[src/rtl/led_shift_ctrl.sv]
// LED pattern sequencer: advances an NB_LEDS-wide pattern once per rising edge of
// the tick strobe, in rotate-left, rotate-right, ping-pong or flash mode.
module led_shift_ctrl #(
  parameter int NB_LEDS = 4,
  parameter int NB_MODE = 2
) (
  input  logic               clock,
  input  logic               i_reset,
  input  logic               i_valid,
  input  logic               i_enable,
  input  logic [NB_MODE-1:0] i_mode,
  output logic [NB_LEDS-1:0] o_led,
  output logic               o_wrap
);

  typedef enum logic [2:0] {
    SHL   = 3'd0,
    SHR   = 3'd1,
    PP_UP = 3'd2,
    PP_DN = 3'd3,
    FLASH = 3'd4
  } state_t;

  localparam logic [NB_LEDS-1:0] LED_ONE  = {{(NB_LEDS-1){1'b0}}, 1'b1};
  localparam logic [NB_LEDS-1:0] LED_ALL  = {NB_LEDS{1'b1}};

  state_t               state;
  state_t               state_nx;
  logic [NB_MODE-1:0]   mode_q;
  logic                 valid_q;
  logic                 step;
  logic [NB_LEDS-1:0]   led_nx;
  logic                 wrap_nx;
  logic [NB_LEDS-1:0]   led_shl;
  logic [NB_LEDS-1:0]   led_shr;

  // i_valid is a level strobe with no ready: only its rising edge, seen while
  // i_enable is high, is a step; a strobe held high steps once, a tick while
  // disabled is dropped and never replayed.
  assign step    = i_valid & ~valid_q & i_enable;
  assign led_shl = {o_led[NB_LEDS-2:0], o_led[NB_LEDS-1]};
  assign led_shr = {o_led[0], o_led[NB_LEDS-1:1]};

  always_comb begin
    state_nx = state;
    led_nx   = o_led;
    wrap_nx  = 1'b0;
    if (step) begin
      if (i_mode != mode_q) begin
        // A mode change only reseeds; the pattern advances from the next step.
        case (i_mode)
          2'd0: begin led_nx = LED_ONE; state_nx = SHL;   end
          2'd1: begin led_nx = LED_ONE; state_nx = SHR;   end
          2'd2: begin led_nx = LED_ONE; state_nx = PP_UP; end
          default: begin led_nx = LED_ALL; state_nx = FLASH; end
        endcase
      end else begin
        case (state)
          SHL: begin
            led_nx  = led_shl;
            wrap_nx = o_led[NB_LEDS-1];
          end
          SHR: begin
            led_nx  = led_shr;
            wrap_nx = (led_shr == LED_ONE);
          end
          PP_UP: begin
            led_nx = led_shl;
            if (led_shl[NB_LEDS-1]) state_nx = PP_DN;
          end
          PP_DN: begin
            led_nx = led_shr;
            if (led_shr[0]) begin
              state_nx = PP_UP;
              wrap_nx  = 1'b1;
            end
          end
          FLASH: begin
            led_nx  = ~o_led;
            wrap_nx = (~o_led == LED_ALL);
          end
          default: begin
            led_nx   = LED_ONE;
            state_nx = SHL;
          end
        endcase
      end
    end
  end

  always_ff @(posedge clock) begin
    if (i_reset) begin
      state   <= SHL;
      mode_q  <= '0;
      valid_q <= 1'b1;
      o_led   <= LED_ONE;
      o_wrap  <= 1'b0;
    end else begin
      state   <= state_nx;
      valid_q <= i_valid;
      o_led   <= led_nx;
      o_wrap  <= wrap_nx;
      if (step) mode_q <= i_mode;
    end
  end

endmodule
[config.mk]
export PLATFORM = sky130hd
export DESIGN_NAME = led_shift_ctrl
export DESIGN_NICKNAME = d
export VERILOG_FILES = /design/src/rtl/led_shift_ctrl.sv
export SDC_FILE = /design/constraint.sdc
export NUM_CORES = 1
export LEC_CHECK = 0
export ABC_AREA = 0
export ABC_CLOCK_PERIOD_IN_PS = 4370
export BUFFER_PORTS_ARGS = -buffer_cell sky130_fd_sc_hd__buf_2
export CELL_PAD_IN_SITES_DETAIL_PLACEMENT = 2
export CELL_PAD_IN_SITES_GLOBAL_PLACEMENT = 2
export CORE_MARGIN = 5
export CORE_UTILIZATION = 33
export CTS_CLUSTER_SIZE = 24
export DETAILED_ROUTE_END_ITERATION = 7
export PLACE_DENSITY_LB_ADDON = 0.1
export SLEW_MARGIN = 20
export SYNTH_ARGS = -nofsm -noshare
export SYNTH_HDL_FRONTEND = slang
export SYNTH_SLANG_ARGS = --single-unit
export TNS_END_PERCENT = 30
[constraint.sdc]
create_clock -name clock -period 4.37 [get_ports clock]
set_input_delay 0.2185 -clock clock [delete_from_list [all_inputs] [get_ports clock]]
set_output_delay 0.2185 -clock clock [all_outputs]
set_load 0.05 [all_outputs]
==> results.md, run 1 <==
* Synth warnings at 0
* Multi-input gate area at about 470 µm²
* Seq cells post-synth at 11
* Synth-to-Final Area Change at 7.77%
* Die width at 57.9 µm
* Worst EP required at 4.53 ns
* Initial Utilization at 34.6%
* Syn Nets at about 110
* CTS tree: done
* Final Skew at 0.00751 ns
* Antenna violations before repair at 0
* GRT Util Overall at around 15%
* Final Hold Vio Count at 0
* DR iter-0 viols at 5
* EDFF count, synth at 0
* Worst path slowest cell: or4_1
* WL met3 at roughly 59 µm
* Worst setup EP type: register
* Vias in the first global route at 792
* Number of setup violations in the final report at 0
* DR pass1 iterations at 2
* CTS Root Cell: clkbuf_4
* DP Wirelength at between 1.5 and 2 mm
* Crit path cell chain: o21a_1 -> or4_1 -> a311oi_1 -> o21bai_1
* Maximum VDD drop at around 140 µV
* Max-Cap Viols at 0
* Worst setup path start: state[0]$_SDFFE_PP0P_
* Layout cells sized above 1 at between 10% and 20%
* Max transition margin at between 60 and 70%
* Sequential area share after synthesis at between 20% and 30%
* Kind of start point of the critical path: register
* Die footprint at approximately 3400 µm²
* Global-route wire length before repair at 3.88 mm
* Top post-synthesis cells by count: 11 x dfxtp_1, 11 x nand2_1, 9 x a21oi_1, 9 x nor2_1
* Die H at 57.9 µm
* Post-Syn Area per Cell at between 7 and 8 µm²
* Placed Area at between 700 and 800 µm²
* Core area at about 2200 µm²
* Worst hold path type: in2reg
* Status: finished, final reports clean
* Min Tclk post-route at 1.70 ns
* Share of async-settable or async-resettable flops after synthesis at 0%
* Core Rows at 17
* Hold Buf Count CTS at 0
* CTS clk-pin slew, worst paths at approximately 0.08 ns
* DRC Markers at 0
* Setup crit end: o_led[0]$_SDFFE_PP1N_
* Fin cells at 135
* Vias per inst at about 5.6
* RD Place Congestion at about 0.75
* Design area at between 800 and 900 µm²
* Final WL at 2.24 mm
* Synth cell types at 38
* Port bufs at 10
* Final Cycle Share at 39.0%
* Synth area leader: dfxtp_1
* CTS H-Tree Depth at 1
* Post-Route M1 WL at approximately 1.1 mm
* Synth Flop Type: dfxtp_1
* CP peak stage delay at about 0.46 ns
* RSZ-0062 raised after global routing: false
* Total number of vias at approximately 760
* Pin count of the biggest net entering global routing at 17
* Final slew viol count at 0
* Worst Reg-to-Reg Cells at 4
* Wire per inst at about 17 µm
* Critical path fanouts, max at 13
* Post-route ant nets at 0
* Cts repair resizes at 0
* Top-level port count at 11
* Remaining Overflow, GRT at 0
* Clock Tree Buf Depth at 2
* WP data arrival at around 1.9 ns
* CTS sink count at 11
* Clock latency on the worst-skew pair at between 0.2 and 0.3 ns
* Layout fillers at about 270
* Post-Syn Area at around 760 µm²
* LEAKAGE at roughly 0.32 nW
* Register area at ~220 µm²
* Max Clock Freq at about 590 MHz
* Setup Total Neg Slack at 0 ns
* Worst reg2reg setup slack at ~2.7 ns
* Antenna Cells at 0
* R2r endpoint: o_led[0]$_SDFFE_PP1N_
* Net count, final at around 110
* CTS Buf Count at 3
* Top routing layer in use: met4
* Worst Tran Pin Value at roughly 0.49 ns
* Reg2reg start: state[0]$_SDFFE_PP0P_
* CP Class: reg2reg
* Placed insts at around 130
* Met2 Wirelength at between 1 and 1.5 mm
* Post-synthesis cell count at 101
* Yosys top cell area share at around 29%
* Total power divided by cell area at between 200 and 300 nW/µm²
* Synth top area cells: dfxtp_1 29%, a21oi_1 6.0%, nand2_1 5.5%
* Post-CTS Setup Inserts at 0
-- layout make-up --
type,count,share of cell area [%]
clock buffer,4,3.22
multi-input combinational,77,57.1
tap,28,4.29
timing repair buffer,10,6.13
sequential,11,27.0
inverter,5,2.30
-- flip-flops by register name, indices dropped and copies added, names as in the netlist --
signal / cells
state: 3
o_wrap: 1
valid_q: 1
o_led: 4
mode_q: 2
-- layer usage --
metal  vias up  global-route usage, %
met5         -                      0
met1       367                   19.1
met3         6                   3.34
met2        11                   25.2
li1        372                      -
met4         0                   7.28
-- report_power, final --
group,internal (W),switching (W),leakage (nW)
Clock,0.0000354,0.0000373,0.0150
Sequential,0.000103,0.00000547,0.0894
Combinational,0.0000112,0.0000195,0.219
Total,0.000149,0.0000623,0.324
-- layout by cell type (no fill, tap or decap), types with 2 or more instances in the layout --
| master | netlist | layout |
|---|---|---|
| a211oi_1 | 3 | 3 |
| a21oi_1 | 9 | 9 |
| and3_1 | 2 | 2 |
| buf_2 | 3 | 10 |
| clkbuf_4 | 0 | 3 |
| dfxtp_1 | 11 | 11 |
| inv_1 | 5 | 5 |
| nand2_1 | 11 | 11 |
| nand2b_1 | 3 | 3 |
| nor2_1 | 9 | 9 |
| nor2b_1 | 4 | 4 |
| nor3_1 | 5 | 5 |
| o211ai_1 | 3 | 3 |
| o21ai_0 | 4 | 4 |
| xnor2_1 | 2 | 2 |
| xor2_1 | 2 | 2 |
-- worst min path at each step --
stage | startpoint | end | slack, ns | depth (start not counted)
after floorplan | i_valid | valid_q$_SDFF_PP1_ | 0.33 | 1
after global placement | i_valid | valid_q$_SDFF_PP1_ | 0.45 | 2
after detailed placement | i_valid | valid_q$_SDFF_PP1_ | 0.46 | 2
after CTS | i_valid | valid_q$_SDFF_PP1_ | 0.16 | 2
after global routing | i_valid | valid_q$_SDFF_PP1_ | 0.17 | 2
final | i_valid | valid_q$_SDFF_PP1_ | 0.17 | 2
-- metrics by stage --
stage / setup WS [ns] / hold slack, ns / util, % / total power (W)
2_1_floorplan: 2.87 / 0.325 / - / 0.000134
4_1_cts: 2.66 / 0.164 / 37.2 / 0.000219
3_5_place_dp: 2.67 / 0.459 / 36.0 / 0.000142
6_report: 2.67 / 0.175 / 37.2 / 0.000212
5_1_grt: 2.56 / 0.166 / 37.2 / 0.000227
3_3_place_gp: 2.70 / 0.447 / 36.0 / 0.000141
-- worst max-delay path, delay by kind of cell (launching register included) --
| family | cells | cell delay (ns) |
|---|---|---|
| flops | 1 | 0.45 |
| simple gates | 1 | 0.46 |
| compound gates | 3 | 0.67 |
-- cell families (layout without fill, tap and decap cells) --
kind of cell | Yosys count | count (layout) | synth area share (%)
simple gates | 41 | 41 | 27.8
compound gates | 32 | 32 | 29.1
buf+inv | 13 | 19 | 9.42
flops | 11 | 11 | 29.1
xor+xnor | 4 | 4 | 4.63
No activity file was read; power rests on OpenSTA's default activity.
==> run 2, diff against run 1 <==
--- a/config.mk
+++ b/config.mk
@@ -6,12 +6,12 @@
 export NUM_CORES = 1
 export LEC_CHECK = 0
 export ABC_AREA = 0
-export ABC_CLOCK_PERIOD_IN_PS = 4370
+export ABC_CLOCK_PERIOD_IN_PS = 1600
 export BUFFER_PORTS_ARGS = -buffer_cell sky130_fd_sc_hd__buf_2
 export CELL_PAD_IN_SITES_DETAIL_PLACEMENT = 2
 export CELL_PAD_IN_SITES_GLOBAL_PLACEMENT = 2
 export CORE_MARGIN = 5
-export CORE_UTILIZATION = 33
+export CORE_UTILIZATION = 31
 export CTS_CLUSTER_SIZE = 24
 export DETAILED_ROUTE_END_ITERATION = 7
 export PLACE_DENSITY_LB_ADDON = 0.1
==> constraint.sdc (replaced) <==
create_clock -name clock -period 1.6 [get_ports clock]
set_input_delay 0.08 -clock clock [delete_from_list [all_inputs] [get_ports clock]]
set_output_delay 0.08 -clock clock [all_outputs]
set_load 0.05 [all_outputs]
==> run 2 against run 1 <==
Net effect: sequential power rose to 2.7 times the previous value; wire length increased by 8.2%; count of clock-buffer cells in the layout decreased by 1; highest routed layer unchanged.
==> results.md, run 2 (synthesized netlist as in run 1, its figures left out) <==
* Max Clock Freq at 669 MHz (was 587 MHz)
* Layout cells sized above 1 at 21.2% (was 15.0%)
* DRC Markers at 0 (unchanged)
* Worst hold path depth at 2 (unchanged)
* Clock Tree Buf Depth at 2 (unchanged)
* Worst path slowest cell: or4_1 (unchanged)
* Status: finished, final reports clean (unchanged)
* Post-CTS Setup Inserts at 0 (unchanged)
* Most frequent cells in the layout: 11 x nand2_1, 10 x buf_2, 10 x dfxtp_1 (was 11 x nand2_1, 11 x dfxtp_1, 10 x buf_2)
* CTS sink count at 11 (unchanged)
* Max transition margin at 74.6% (was 67.5%)
* Final Hold Vio Count at 0 (unchanged)
* CP Class: reg2reg (unchanged)
* Max FFs per register at 4 (unchanged)
* Die H at 59.4 µm (was 57.9 µm)
* Layout fillers at 287 (was 267)
* CTS Root Cell: clkbuf_4 (unchanged)
* RD Place Congestion at 0.803 (was 0.750)
* DR pass1 iterations at 4 (was 2)
* Worst setup margin at 0.106 ns (was 2.67 ns)
* Critical path fanouts, max at 3 (was 13)
* Final Skew at 0.00886 ns (was 0.00751 ns)
* Worst reg2reg setup slack at 0.11 ns (was 2.67 ns)
* Worst Reg-to-Reg Cells at 4 (unchanged)
* Worst hold path type: in2reg (unchanged)
* GRT Util Overall at 15.3% (was 15.4%)
* Total number of vias at 783 (was 756)
* Global-route wire length before repair at 4.05 mm (was 3.88 mm)
* Kind of start point of the critical path: register (unchanged)
* CTS Buf Count at 3 (unchanged)
* Number of setup violations in the final report at 0 (unchanged)
* Worst setup EP type: register (unchanged)
* Crit path cell chain: xor2_1 -> or4_1 -> a311oi_1 -> o21bai_1 (was o21a_1 -> or4_1 -> a311oi_1 -> o21bai_1)
* Commonest non-fill, non-tap cell in the layout: nand2_1
* DP Wirelength at 1.82 mm (was 1.68 mm)
* Setup Total Neg Slack at 0 ns (unchanged)
* Worst EP required at 1.77 ns (was 4.53 ns)
* CTS clk-pin slew, worst paths at 0.09 ns (was 0.08 ns)
* Cts repair resizes at 0 (unchanged)
* Core area at 2410 µm² (was 2190 µm²)
* Min Tclk post-route at 1.49 ns (was 1.70 ns)
* Max-Cap Viols at 0 (unchanged)
* Top-level port count at 11 (unchanged)
* Hold Buf Count CTS at 0 (unchanged)
* CTS tree: done (unchanged)
* Antenna Cells at 0 (unchanged)
* Final WL at 2.42 mm (was 2.24 mm)
* Worst Tran Pin Value at 0.380 ns (was 0.486 ns)
* Final Cycle Share at 93.4% (was 39.0%)
* Initial Utilization at 31.4% (was 34.6%)
* Net count, final at 120 (was 114)
* DR iter-0 viols at 8 (was 5)
* WP data arrival at 1.66 ns (was 1.86 ns)
* CTS H-Tree Depth at 1 (unchanged)
* Vias per inst at 5.48 (was 5.60)
* Antenna violations before repair at 0 (unchanged)
* Pin count of the biggest net entering global routing at 13 (was 17)
* Synth-to-Final Area Change at 14.4% (was 7.77%)
* Post-layout util at 35.9% (was 37.2%)
* Die footprint at 3530 µm² (was 3350 µm²)
* Remaining Overflow, GRT at 0 (unchanged)
* Total power divided by cell area at 678 nW/µm² (was 260 nW/µm²)
* Port bufs at 10 (unchanged)
* Vias in the first global route at 813 (was 792)
* Pre-CTS WS at 0.0569 ns (was 2.67 ns)
* RSZ-0062 raised after global routing: false (unchanged)
* LEAKAGE at 0.358 nW (was 0.324 nW)
* Top Registers: o_led (4), state (3), mode_q (2) (unchanged)
* Post-route ant nets at 0 (unchanged)
* Core Rows at 18 (was 17)
* Die width at 59.4 µm (was 57.9 µm)
* Clock latency on the worst-skew pair at 0.28 ns (about the same)
* Wire per inst at 16.9 µm (was 16.6 µm)
* Maximum VDD drop at 507 µV (was 139 µV)
* Final slew viol count at 0 (unchanged)
* Reg with most FFs: o_led (unchanged)
* CP peak stage delay at 0.53 ns (was 0.46 ns)
## run 2: stage by stage
step                      total power (W)  instance area (µm²)  cells  hold slack (ns)
after global placement           0.000391                  837    139            0.311
after global routing             0.000624                  866    143          0.00865
after CTS                        0.000599                  865    143           0.0211
after floorplan                  0.000365                  757    101            0.187
after detailed placement         0.000393                  837    139            0.322
final                            0.000587                  866    143           0.0306
## run 2: power by group
| group | internal (W) | switching [W] | total [W] |
|---|---|---|---|
| clock | 0.0000926 | 0.000108 | 0.000201 |
| combinational | 0.0000350 | 0.0000609 | 0.0000959 |
| sequential | 0.000281 | 0.00000931 | 0.000290 |
| total | 0.000409 | 0.000178 | 0.000587 |
## run 2: cell type report
type	count	area [µm²]	area share (%)
clock buffer	3	22.5	2.60
timing repair buffer	16	95.1	11.0
sequential	11	221	25.6
multi-input combinational	77	465	53.8
tap	30	37.5	4.34
inverter	5	18.8	2.17
clock inverter	1	5.00	0.578
## run 2: final timing paths
check | start | endpoint
worst max register to register | mode_q[1]$_SDFFE_PP0N_ | o_led[0]$_SDFFE_PP1N_
worst min register to register | o_led[3]$_SDFFE_PP0N_ | o_led[3]$_SDFFE_PP0N_
worst max-delay path | mode_q[1]$_SDFFE_PP0N_ | o_led[0]$_SDFFE_PP1N_
worst min-delay path | i_valid | valid_q$_SDFF_PP1_
## run 2: critical path, delay by kind of cell, from the launching register on
family	cells	cell delay [ns]
AO/OA/AOI/OAI	2	0.38
XOR/XNOR	1	0.16
flip-flops	1	0.32
AND/OR/NAND/NOR	1	0.53
## run 2: routing by layer
metal  up-vias  global-route usage [%]  wire [µm]
met1       389                    20.0       1200
met2        11                    25.4       1130
met4         0                    2.91         12
met5         -                       0          0
met3         2                    3.92         81
li1        381                       -          -
